===== config.mk =====
export PLATFORM = sky130hd
export DESIGN_NAME = sdrc_req_queue
export DESIGN_NICKNAME = d
export VERILOG_FILES = /design/src/rtl/sdrc_req_queue_pkg.sv /design/src/rtl/sdrc_req_queue_id_alloc.sv /design/src/rtl/sdrc_req_queue.sv
export SDC_FILE = /design/constraint.sdc
export NUM_CORES = 1
export LEC_CHECK = 0
export ABC_AREA = 1
export BUFFER_PORTS_ARGS = -buffer_cell sky130_fd_sc_hd__buf_2
export CELL_PAD_IN_SITES_DETAIL_PLACEMENT = 0
export CELL_PAD_IN_SITES_GLOBAL_PLACEMENT = 1
export CORE_ASPECT_RATIO = 0.5
export CORE_UTILIZATION = 47
export CTS_CLUSTER_SIZE = 12
export DETAILED_ROUTE_END_ITERATION = 8
export PLACE_DENSITY_LB_ADDON = 0.05
export SYNTH_ARGS = -nofsm -noshare
export SYNTH_HDL_FRONTEND = slang
export SYNTH_SLANG_ARGS = --single-unit

===== constraint.sdc =====
create_clock -name clk -period 4.65 [get_ports clk]
set_input_delay 0.6975 -clock clk [delete_from_list [all_inputs] [get_ports clk]]
set_output_delay 0.6975 -clock clk [all_outputs]
set_load 0.01 [all_outputs]

===== src/rtl/sdrc_req_queue_pkg.sv =====
// rtl/sdrc_req_queue_pkg.sv - shared widths and helpers for the SDRAM request queue
package sdrc_req_queue_pkg;

    localparam int SDR_REQ_ID_W = 4;
    localparam int SDR_APP_AW   = 26;
    localparam int SDR_APP_RW   = 9;
    localparam int REQ_ENTRY_W  = SDR_APP_AW + SDR_APP_RW + SDR_REQ_ID_W + 2;

    // Packed entry layout, MSB first: {id, addr, len, wr_n, wrap}
    function automatic int req_entry_w(input int aw, input int rw, input int idw);
        return aw + rw + idw + 2;
    endfunction

endpackage


===== src/rtl/sdrc_req_queue_id_alloc.sv =====
// rtl/sdrc_req_queue_id_alloc.sv - request ID free bitmap, lowest-free allocator and retire check
module sdrc_req_queue_id_alloc
    import sdrc_req_queue_pkg::*;
#(
    parameter int ID_W = SDR_REQ_ID_W
) (
    input  logic            clk,
    input  logic            reset,
    input  logic            alloc,
    output logic [ID_W-1:0] alloc_id,
    output logic            id_avail,
    input  logic            retire,
    input  logic [ID_W-1:0] retire_id,
    output logic            id_err
);

    localparam int NIDS = 1 << ID_W;

    logic [NIDS-1:0] free_map;
    logic [NIDS-1:0] free_nxt;

    // Scanning downward lets the lowest free index win.
    always_comb begin
        alloc_id = '0;
        for (int i = NIDS - 1; i >= 0; i--) begin
            if (free_map[i]) begin
                alloc_id = ID_W'(i);
            end
        end
    end

    assign id_avail = |free_map;

    always_comb begin
        free_nxt = free_map;
        if (alloc) begin
            free_nxt[alloc_id] = 1'b0;
        end
        if (retire && !free_map[retire_id]) begin
            free_nxt[retire_id] = 1'b1;
        end
    end

    always_ff @(posedge clk) begin
        if (reset) begin
            free_map <= '1;
            id_err   <= 1'b0;
        end else begin
            free_map <= free_nxt;
            if (retire && free_map[retire_id]) begin
                id_err <= 1'b1;
            end
        end
    end

endmodule


===== src/rtl/sdrc_req_queue.sv =====
// rtl/sdrc_req_queue.sv - request FIFO with ID tagging in front of the SDRAM request generator
module sdrc_req_queue
    import sdrc_req_queue_pkg::*;
#(
    parameter int APP_AW = SDR_APP_AW,
    parameter int APP_RW = SDR_APP_RW,
    parameter int ID_W   = SDR_REQ_ID_W,
    parameter int DEPTH  = 4,
    parameter int PTR_W  = 2
) (
    input  logic              clk,
    input  logic              reset,
    input  logic              app_req,
    input  logic [APP_AW-1:0] app_req_addr,
    input  logic [APP_RW-1:0] app_req_len,
    input  logic              app_req_wr_n,
    input  logic              app_req_wrap,
    output logic              app_req_ack,
    output logic [ID_W-1:0]   app_req_tag,
    output logic              req,
    output logic [ID_W-1:0]   req_id,
    output logic [APP_AW-1:0] req_addr,
    output logic [APP_RW-1:0] req_len,
    output logic              req_wr_n,
    output logic              req_wrap,
    input  logic              req_ack,
    input  logic              xfr_done,
    input  logic [ID_W-1:0]   xfr_done_id,
    output logic [PTR_W:0]    q_count,
    output logic              q_full,
    output logic              id_err
);

    localparam int EW = req_entry_w(APP_AW, APP_RW, ID_W);

    logic [EW-1:0]    mem [DEPTH];
    logic [EW-1:0]    head_q;
    logic [EW-1:0]    head_nxt;
    logic [EW-1:0]    push_entry;
    logic [PTR_W-1:0] wr_ptr;
    logic [PTR_W-1:0] rd_ptr;
    logic [PTR_W-1:0] rd_nxt;
    logic [PTR_W:0]   count_after_pop;
    logic [PTR_W:0]   count_nxt;
    logic             id_avail;
    logic [ID_W-1:0]  alloc_id;
    logic             push;
    logic             pop;

    sdrc_req_queue_id_alloc #(
        .ID_W (ID_W)
    ) u_id_alloc (
        .clk       (clk),
        .reset     (reset),
        .alloc     (push),
        .alloc_id  (alloc_id),
        .id_avail  (id_avail),
        .retire    (xfr_done),
        .retire_id (xfr_done_id),
        .id_err    (id_err)
    );

    assign q_full      = (q_count == (PTR_W + 1)'(DEPTH));
    assign app_req_ack = app_req & ~q_full & id_avail & (app_req_len != '0) & ~reset;
    assign app_req_tag = alloc_id;
    assign push        = app_req_ack;
    assign pop         = req & req_ack;
    assign push_entry  = {alloc_id, app_req_addr, app_req_len, app_req_wr_n, app_req_wrap};

    // The head register looks one entry ahead; when the queue drains to empty a
    // concurrent push is the new head and must be taken from the write data.
    always_comb begin
        rd_nxt          = pop ? rd_ptr + PTR_W'(1) : rd_ptr;
        count_after_pop = pop ? q_count - (PTR_W + 1)'(1) : q_count;
        count_nxt       = push ? count_after_pop + (PTR_W + 1)'(1) : count_after_pop;
        head_nxt        = '0;
        if (count_after_pop == '0) begin
            if (push) begin
                head_nxt = push_entry;
            end
        end else begin
            head_nxt = mem[rd_nxt];
        end
    end

    always_ff @(posedge clk) begin
        if (push) begin
            mem[wr_ptr] <= push_entry;
        end
    end

    always_ff @(posedge clk) begin
        if (reset) begin
            wr_ptr  <= '0;
            rd_ptr  <= '0;
            q_count <= '0;
            req     <= 1'b0;
            head_q  <= '0;
        end else begin
            if (push) begin
                wr_ptr <= wr_ptr + PTR_W'(1);
            end
            rd_ptr  <= rd_nxt;
            q_count <= count_nxt;
            req     <= (count_nxt != '0);
            head_q  <= head_nxt;
        end
    end

    assign {req_id, req_addr, req_len, req_wr_n, req_wrap} = head_q;

endmodule

==> results.yml, run 1 <==
route:
  vias_per_cell: 5.30
  drc: 0
  wl_microns: 21200
  num_vias: 6372
  routedWlPerCell_microns: 17.6
  dr.pass1.iters: 5
  drt-initial-drc-count: 381
  drtAntennaViolNets: 0
synth:
  yosys_warnings: 0
  synth_enable_flop_cells: 164
  netlist_area_sq_mm: 0.00925
  async_flop_share: 0
  avgSynthCellArea_sq_um: 11.1
  ys_ff_latch: 230
  yosysUniqueCellTypes: 44
  seq_area_frac_synth: 0.675
  ys.flop_type: "edfxtp_1"
  postSynthNetCount: 887
  syn-instance-count: 833
place:
  dpl_worst_slack_ns: 1.54
  dp_hpwl_microns: 12200
  post-place-cells: 1160
  gp_congestion: 0.825
  place_area_sq_mm: 0.00997
  port_buffers: 97
clock_network:
  postCtsSetupRepairBufs: 0
  cts_resized: 0
  cts-htree-levels: 1
  hold_buffers: 0
  clockRootBuffer: "clkbuf_16"
  path_clk_slew_ns: 0.06
  cts_inserted_buffers: 23
  max-clock-path-buffers: 3
  cts_sinks: 230
  insertion_delay_ns: 0.51
  cts_tree: "built"
sta:
  worst_slew_pin_slew_ns: 0.948
  maxSlewHeadroom: 0.368
  hold_viol_final: 0
  fin_skew_ns: 0.0121
  setup_ws_ns: 1.65
  final.min_clock_period_ns: 3.00
  rsz0062_at_grt: "no"
  fmax_ghz: 0.333
  post-route-period-util: 0.645
  holdWs_ns: 0.416
  report.final.slew_viol_count: 0
  fin_tns_setup_ns: 0
  setup-violations-final: 0
flow_run:
  cap_violations: 0
outcome:
  status: "finished, final reports clean"
power:
  p_seq_frac: 0.443
  power_density_mw_per_mm2: 530
  power.share.switching: 0.321
  p_leak_nw: 4.10
  p_sw_w: 0.00181
  power.internal_w: 0.00382
  clkPwrFrac: 0.299
  power_frac_comb: 0.258
  peakVddDrop_uv: 269
setup_path:
  critPathArrivalTime_ns: 2.30
  end_kind: "output port"
  worstSetupStartpointType: "register"
  cpMostUsedCell: "inv_1"
  path_cells: "inv_1 > ha_1 > nand2_1 > inv_1 > nor2_1 > nand3_2 > inv_2 > buf_2"
  slowest_stage: "nand3_2"
  setup.worst_path.class: "register to output port"
  max_stage_delay_ns: 0.44
  critPathRequiredTime_ns: 3.95
  path_max_fanout: 13
floorplanning:
  die_x_microns: 200
  coreArea_sq_mm: 0.0188
  dieArea_sq_mm: 0.0203
  ios: 98
  dieHeight_microns: 101
  start_util: 0.491
  rows: 35
global_routing:
  antenna_found_initial: 0
  grt_start_max_net_pins: 84
  grt_use_total: 0.214
  gr-total-overflow: 0
  grt_pass1_wl_microns: 34000
  grt_pass1_vias: 6195
finish:
  final_cell_mix: "edfxtp_1 (164), nand2_1 (134), buf_2 (97)"
  diodes: 0
  final_area_sq_mm: 0.0106
  fin_nets: 980
  layout_commonest_cell: "edfxtp_1"
  layout-drive-gt1-share: 0.199
  area_growth_pct: 14.9
  final_cells: 1202
min_path:
  hp-class: "input port to register"
[power groups by stage]
stage | clock, W | combinational [W] | sequential [W]
CTS | 0.00171 | 0.00148 | 0.00250
detailed placement | 0 | 0.00147 | 0.00254
floorplan | 0 | 0.000886 | 0.00263
global route | 0.00179 | 0.00165 | 0.00251
global placement | 0 | 0.00146 | 0.00254
finish | 0.00168 | 0.00145 | 0.00249
[worst max-delay path, delay by kind of cell, from the launching register on]
| family | cells | cell delay [ns] |
|---|---|---|
| flip-flops | 1 | 0.36 |
| buffers and inverters | 4 | 0.62 |
| adder cells (fa/ha/maj) | 1 | 0.20 |
| AND/OR/NAND/NOR | 3 | 0.64 |
[through the flow]
stage | total power, W | utilization
3_3_place_gp | 0.00400 | 0.529
3_5_place_dp | 0.00401 | 0.529
5_1_grt | 0.00595 | 0.564
6_report | 0.00563 | 0.564
2_1_floorplan | 0.00351 | -
4_1_cts | 0.00569 | 0.564
[cell families (layout without fill, tap and decap cells)]
logic type	Yosys count	in the layout	share of synthesized area
flops	230	230	0.675
compound gates	198	198	0.119
fa+ha+maj	8	8	0.0108
simple gates	293	293	0.141
buf+inv	100	210	0.0490
xor+xnor	4	4	0.00541
[routing by layer]
metal  global-route usage  routed length [microns]  vias up
met3               0.0338                     1080       29
met1                0.308                    10300     3071
met5                    0                        0        -
li1                     -                        -     3099
met2                0.347                     9490      173
met4               0.0482                      376        0
[area by class of cell]
| class | instances | area, sq um |
|---|---|---|
| clock buffers | 40 | 639 |
| clock inverters | 2 | 17.5 |
| fillers | 1678 | 8210 |
| inverters | 59 | 221 |
| multi-input cells | 503 | 2600 |
| flip-flops and latches | 230 | 6250 |
| well taps | 259 | 324 |
| repair buffers | 109 | 576 |
[sequential cells by signal (all words and copies together) (netlist names)]
signal and count:
head_q 41, mem 164, q_count 3, rd_ptr 2, req 1, u_id_alloc.free_map 16
u_id_alloc.id_err 1, wr_ptr 2
[path summary, 6_finish.rpt]
| kind | slack (ns) | depth (start not counted) | to | from |
|---|---|---|---|---|
| worst max-delay path | 1.65 | 8 | app_req_ack | q_count[0]$_SDFF_PP0_ |
| worst min-delay path | 0.42 | 1 | mem[0][1]$_DFFE_PP_ | app_req_wr_n |
| worst max register to register | 1.94 | 10 | head_q[32]$_SDFF_PP0_ | q_count[1]$_SDFF_PP0_ |
| worst min register to register | 0.45 | 2 | u_id_alloc.id_err$_SDFFE_PP0P_ | u_id_alloc.id_err$_SDFFE_PP0P_ |
[synth_stat cells, types with 2 or more instances]
cell / n / area (sq um)
edfxtp_1: 164 / 4920
nand2_1: 134 / 503
nor2_1: 98 / 368
dfxtp_1: 66 / 1320
o21ai_1: 57 / 285
o22ai_1: 48 / 300
a21oi_1: 43 / 215
inv_1: 43 / 161
o21ai_0: 38 / 190
nand3_1: 25 / 125
buf_2: 16 / 80.1
inv_2: 16 / 60.1
clkbuf_1: 8 / 30.0
ha_1: 8 / 100
nor2_2: 7 / 43.8
nand2_2: 6 / 37.5
buf_6: 5 / 56.3
nand3_2: 5 / 50.1
buf_1: 4 / 15.0
buf_4: 4 / 30.0
clkbuf_2: 4 / 20.0
nand4_1: 4 / 25.0
nor2_4: 3 / 33.8
o31ai_1: 3 / 22.5
nor3_4: 2 / 32.5
o211ai_2: 2 / 25.0
or2_1: 2 / 12.5
xor2_1: 2 / 17.5
Note: power is estimated with default switching activity, not from simulation.
==> run 2, diff against run 1 <==
ABC_AREA = 0   (was 1)
CORE_UTILIZATION = 49   (was 47)
clock period = 2.79 ns   (was 4.65 ns; I/O delays follow)
==> run 2 against run 1 <==
Net effect:
- wire length down 19%
- global-route usage down 2.4 points
- sequential share of layout area up 1.2 points
- combinational power up 55%
- via count down 23%
- cell count down 28%
- synthesized cell count down 39%
- critical path depth down 3
- clock power up 65%
- critical endpoint is now app_req_tag[3]
- largest cell class unchanged
- highest routed layer is now met5
==> results.yml, run 2 <==
outcome:
  status: "finished, final reports clean"
setup_path:
  r2r_setup_slack_ns: 0.59
  rr_worst_depth: 8
  setup.worst_path.class: "register to output port"
  reg2reg_to: "mem[2][24]$_DFFE_PP_"
  end_kind: "output port"
  reg2reg_from: "q_count[0]$_SDFF_PP0_"
  worstSetupStartpointType: "register"
  critPathRequiredTime_ns: 2.37
  path_max_fanout: 6
  critPathArrivalTime_ns: 2.19
route:
  num_vias: 4921
  drc: 0
  routedWlPerCell_microns: 19.8
  drt-initial-drc-count: 297
  dr.pass1.iters: 5
  wl_microns: 17100
  vias_per_cell: 5.68
  drtAntennaViolNets: 0
global_routing:
  gr-total-overflow: 0
  grt_pass1_wl_microns: 27200
  antenna_found_initial: 1
  grt_use_total: 0.191
  grt_start_max_net_pins: 43
  grt_pass1_vias: 4891
min_path:
  whs_path_depth: 1
  holdCritStartpoint: "app_req_wr_n"
  hp-class: "input port to register"
  holdPathEnd: "mem[1][1]$_DFFE_PP_"
clock_network:
  cts-htree-levels: 1
  insertion_delay_ns: 0.50
  max-clock-path-buffers: 3
  cts_resized: 0
  path_clk_slew_ns: 0.06
  cts_sinks: 230
  cts_inserted_buffers: 23
  postCtsSetupRepairBufs: 0
  hold_buffers: 0
  cts_tree: "built"
  clockRootBuffer: "clkbuf_16"
finish:
  largest_registers: "mem (164), head_q (41), u_id_alloc.free_map (16)"
  layout_commonest_cell: "edfxtp_1"
  final_cell_mix: "edfxtp_1 (164), buf_2 (97), dfxtp_1 (66)"
  layout-drive-gt1-share: 0.323
  largest_reg_flops: 164
  fin_nets: 670
  diodes: 0
  area_growth_pct: 17.6
  largest-register: "mem"
synth:
  synth_common_cells: "edfxtp_1 (164), dfxtp_1 (66), mux4_2 (46)"
  synth.most_common_cell: "edfxtp_1"
  yosys_warnings: 0
  synth.top_cell.area_share: 0.556
  syn-instance-count: 505
  ys_ff_latch: 230
  seq_area_frac_synth: 0.706
  synth.area.top_cells: "edfxtp_1 (56%), dfxtp_1 (15%), mux4_2 (12%)"
  avgSynthCellArea_sq_um: 17.5
  postSynthNetCount: 559
  async_flop_share: 0
  synth_enable_flop_cells: 164
  yosysUniqueCellTypes: 60
  ys.flop_type: "edfxtp_1"
  yosys.area.top_type: "edfxtp_1"
  netlist_area_sq_mm: 0.00885
flow_run:
  cap_violations: 0
power:
  power_frac_comb: 0.242
  p_leak_nw: 3.76
  p_total_w: 0.00927
  p_seq_frac: 0.458
  p_sw_w: 0.00249
  clkPwrFrac: 0.299
  power.share.switching: 0.268
  peakVddDrop_uv: 559
  power_density_mw_per_mm2: 890
  power.internal_w: 0.00678
sta:
  hold_viol_final: 0
  fin_tns_setup_ns: 0
  final.min_clock_period_ns: 2.61
  report.final.slew_viol_count: 0
  worst_slew_pin_slew_ns: 0.533
  setup-violations-final: 0
  fin_skew_ns: 0.0121
  setup_ws_ns: 0.178
  maxSlewHeadroom: 0.641
  fmax_ghz: 0.383
  rsz0062_at_grt: "no"
  post-route-period-util: 0.936
place:
  dpl_worst_slack_ns: 0.581
  port_buffers: 97
  gp_congestion: 0.841
  dp_hpwl_microns: 9830
floorplanning:
  ios: 98
  start_util: 0.505
  rows: 34
  dieHeight_microns: 97.0
  dieArea_sq_mm: 0.0186
  coreArea_sq_mm: 0.0175
  die_x_microns: 192
-- run 2: changes by cell type after synthesis, sizes merged, moves of 40 or more --
| cell | previous run | this run |
|---|---|---|
| nand2 | 141 | 14 |
| a22o | 1 | 41 |
| o22ai | 48 | 0 |
| o21ai | 96 | 2 |
| mux4 | 0 | 46 |
| inv | 59 | 15 |
| nor2 | 108 | 27 |
-- run 2: cell type report --
| type | instances | area, sq um |
|---|---|---|
| flip-flops and latches | 230 | 6250 |
| fillers | 1334 | 7120 |
| clock inverters | 2 | 17.5 |
| multi-input cells | 235 | 2460 |
| inverters | 16 | 60.1 |
| clock buffers | 39 | 646 |
| well taps | 234 | 293 |
| repair buffers | 110 | 683 |
-- run 2: cells by family after synthesis --
group / count (synthesis) / synth area share
buffers and inverters: 40 / 0.0212
AO/OA/AOI/OAI: 86 / 0.0789
multiplexers: 47 / 0.118
XOR/XNOR: 6 / 0.00764
AND/OR/NAND/NOR: 88 / 0.0568
adder cells (fa/ha/maj): 8 / 0.0113
flip-flops: 230 / 0.706
-- run 2: how the worst max path moves through the flow --
stage,from,end,depth (start not counted)
2_1_floorplan,q_count[0]$_SDFF_PP0_,mem[0][0]$_DFFE_PP_,8
3_3_place_gp,app_req_len[3],mem[3][24]$_DFFE_PP_,8
3_5_place_dp,app_req_len[3],mem[2][24]$_DFFE_PP_,8
4_1_cts,u_id_alloc.free_map[11]$_SDFF_PP1_,app_req_tag[0],6
5_1_grt,u_id_alloc.free_map[7]$_SDFF_PP1_,app_req_tag[3],5
6_report,u_id_alloc.free_map[7]$_SDFF_PP1_,app_req_tag[3],5
-- run 2: critical path, stage by stage (launching register included) --
cell and delay [ns]:
dfxtp_1 0.39, nor4_2 0.50, and2_1 0.26, a21boi_0 0.23
buf_4 0.18, buf_2 0.13
-- run 2: routing by layer --
layer,global-route usage,routed length (microns)
met3,0.0374,982
met4,0.0363,265
met1,0.288,8000
met5,0,10
met2,0.290,7850
-- run 2: power by group through the flow --
| stage | Clock (W) | Sequential [W] | Combinational [W] |
|---|---|---|---|
| 2_1_floorplan | 0 | 0.00447 | 0.00134 |
| 3_3_place_gp | 0 | 0.00433 | 0.00228 |
| 3_5_place_dp | 0 | 0.00433 | 0.00228 |
| 4_1_cts | 0.00284 | 0.00426 | 0.00229 |
| 5_1_grt | 0.00299 | 0.00429 | 0.00246 |
| 6_report | 0.00277 | 0.00425 | 0.00225 |
-- run 2: stage by stage --
stage,util,instance area [sq um],hold slack [ns],cells
final,0.594,10400,0.156,866
after global routing,0.594,10400,0.143,866
after CTS,0.594,10400,0.133,866
after detailed placement,0.556,9740,0.460,825
after global placement,0.556,9740,0.451,825
after floorplan,-,8850,0.459,505
==> run 3, diff against run 2 <==
CORE_ASPECT_RATIO = 0.7   (was 0.5)
==> run 3 against run 2 <==
Net effect:
- non-clock buffer count up 2
- highest routed layer unchanged
- largest power group unchanged
- sequential power about the same
- critical endpoint is now app_req_tag[0]
- die area down 0.13%
- clock power about the same
- via count up 0.14%
- utilization up 0.38 points
- clock skew down 0.0010 ns
- flip-flop and latch count unchanged
- first-iteration DRC count up 78%
- worst hold slack worse by 0.0071 ns
- maximum frequency up 1.9%
==> results.yml, run 3 (synthesized netlist as in run 2, its figures left out) <==
setup_path:
  worstSetupStartpointType: "register"
  critPathRequiredTime_ns: 2.37
  path_max_fanout: 8
  end_kind: "output port"
  path_cells: "nor2_1 > a221oi_1 > o211ai_2 > a21o_1 > inv_2 > buf_2"
  setup.worst_path.class: "register to output port"
  critPathArrivalTime_ns: 2.15
  max_stage_delay_ns: 0.45
  slowest_stage: "dfxtp_1"
clock_network:
  cts_sinks: 230
  clockRootBuffer: "clkbuf_16"
  cts_resized: 0
  cts_tree: "built"
  max-clock-path-buffers: 3
  cts-htree-levels: 1
  insertion_delay_ns: 0.50
  hold_buffers: 0
  postCtsSetupRepairBufs: 0
  path_clk_slew_ns: 0.06
  cts_inserted_buffers: 23
floorplanning:
  dieHeight_microns: 114
  dieArea_sq_mm: 0.0186
  ios: 98
  die_x_microns: 163
  coreArea_sq_mm: 0.0174
  rows: 40
  start_util: 0.508
place:
  dpl_worst_slack_ns: 0.402
  gp_congestion: 0.854
  dp_hpwl_microns: 10700
  port_buffers: 97
flow_run:
  cap_violations: 0
global_routing:
  grt_pass1_wl_microns: 28100
  grt_pass1_vias: 4999
  grt_start_max_net_pins: 43
  use_met1: 0.302
  met2_usage: 0.301
  grt_use_total: 0.199
  gr-total-overflow: 0
  busiest_layer: "met1"
  grtUsageMet3: 0.0340
  antenna_found_initial: 1
route:
  wl_microns: 17900
  num_vias: 4928
  drt-initial-drc-count: 528
  vias_per_cell: 5.70
  drc: 0
  routedWlPerCell_microns: 20.7
  dr.pass1.iters: 4
  drtAntennaViolNets: 0
finish:
  layout-drive-gt1-share: 0.327
  largest-register: "mem"
  layout_commonest_cell: "edfxtp_1"
  largest_registers: "mem (164), head_q (41), u_id_alloc.free_map (16)"
  diodes: 0
  largest_reg_flops: 164
  final_cell_mix: "edfxtp_1 (164), buf_2 (97), dfxtp_1 (66)"
  utilization: 0.598
  area_growth_pct: 17.6
  fin_nets: 672
power:
  p_seq_frac: 0.457
  clkPwrFrac: 0.298
  p_leak_nw: 3.77
  power_frac_comb: 0.246
  power_density_mw_per_mm2: 896
  power.internal_w: 0.00679
  peakVddDrop_uv: 543
  p_sw_w: 0.00253
  power.share.switching: 0.271
sta:
  fin_skew_ns: 0.0111
  final.min_clock_period_ns: 2.56
  holdWs_ns: 0.149
  worst_slew_pin_slew_ns: 0.546
  maxSlewHeadroom: 0.633
  setup-violations-final: 0
  fmax_ghz: 0.390
  report.final.slew_viol_count: 0
  post-route-period-util: 0.919
  rsz0062_at_grt: "no"
  setup_ws_ns: 0.226
  hold_viol_final: 0
  fin_tns_setup_ns: 0
outcome:
  status: "finished, final reports clean"
min_path:
  hp-class: "input port to register"
## run 3: power by group through the flow
| stage | Clock [W] | Combinational [W] | Sequential, W |
|---|---|---|---|
| final | 0.00278 | 0.00229 | 0.00426 |
| after global routing | 0.00298 | 0.00250 | 0.00430 |
| after CTS | 0.00283 | 0.00234 | 0.00426 |
| after detailed placement | 0 | 0.00233 | 0.00432 |
| after global placement | 0 | 0.00231 | 0.00431 |
| after floorplan | 0 | 0.00134 | 0.00447 |
## run 3: cell type report
cell class                 instances  area [sq um]
inverter                          16          60.1
sequential                       230          6250
clock inverter                     2          13.8
clock buffer                      38           652
multi-input combinational        235          2460
fill                            1350          7010
timing repair buffer             112           686
tap                              231           289
## run 3: layer usage
layer | share of wire | routed length [microns]
met1 | 0.48 | 8500
met2 | 0.46 | 8160
met3 | 0.051 | 915
met4 | 0.017 | 305
met5 | 0.00045 | 8
## run 3: path summary, 6_finish.rpt
kind	start	endpoint	slack, ns	depth (start not counted)
max	u_id_alloc.free_map[11]$_SDFF_PP1_	app_req_tag[0]	0.23	6
max reg2reg	q_count[1]$_SDFF_PP0_	mem[0][16]$_DFFE_PP_	0.53	8
min reg2reg	u_id_alloc.id_err$_SDFFE_PP0P_	u_id_alloc.id_err$_SDFFE_PP0P_	0.47	2
min	app_req_addr[10]	mem[3][21]$_DFFE_PP_	0.15	1
## run 3: critical path: cells and delay by family (launching register included)
kind,cells,cell delay [ns]
AND/OR/NAND/NOR,1,0.08
AO/OA/AOI/OAI,3,0.81
flip-flops,1,0.45
buffers and inverters,2,0.30
## run 3: through the flow
| stage | total power, W | cells | cell area, sq um |
|---|---|---|---|
| 2_1_floorplan | 0.00581 | 505 | 8850 |
| 3_5_place_dp | 0.00665 | 824 | 9740 |
| 6_report | 0.00932 | 864 | 10400 |
| 5_1_grt | 0.00977 | 864 | 10400 |
| 4_1_cts | 0.00943 | 864 | 10400 |
| 3_3_place_gp | 0.00662 | 824 | 9740 |
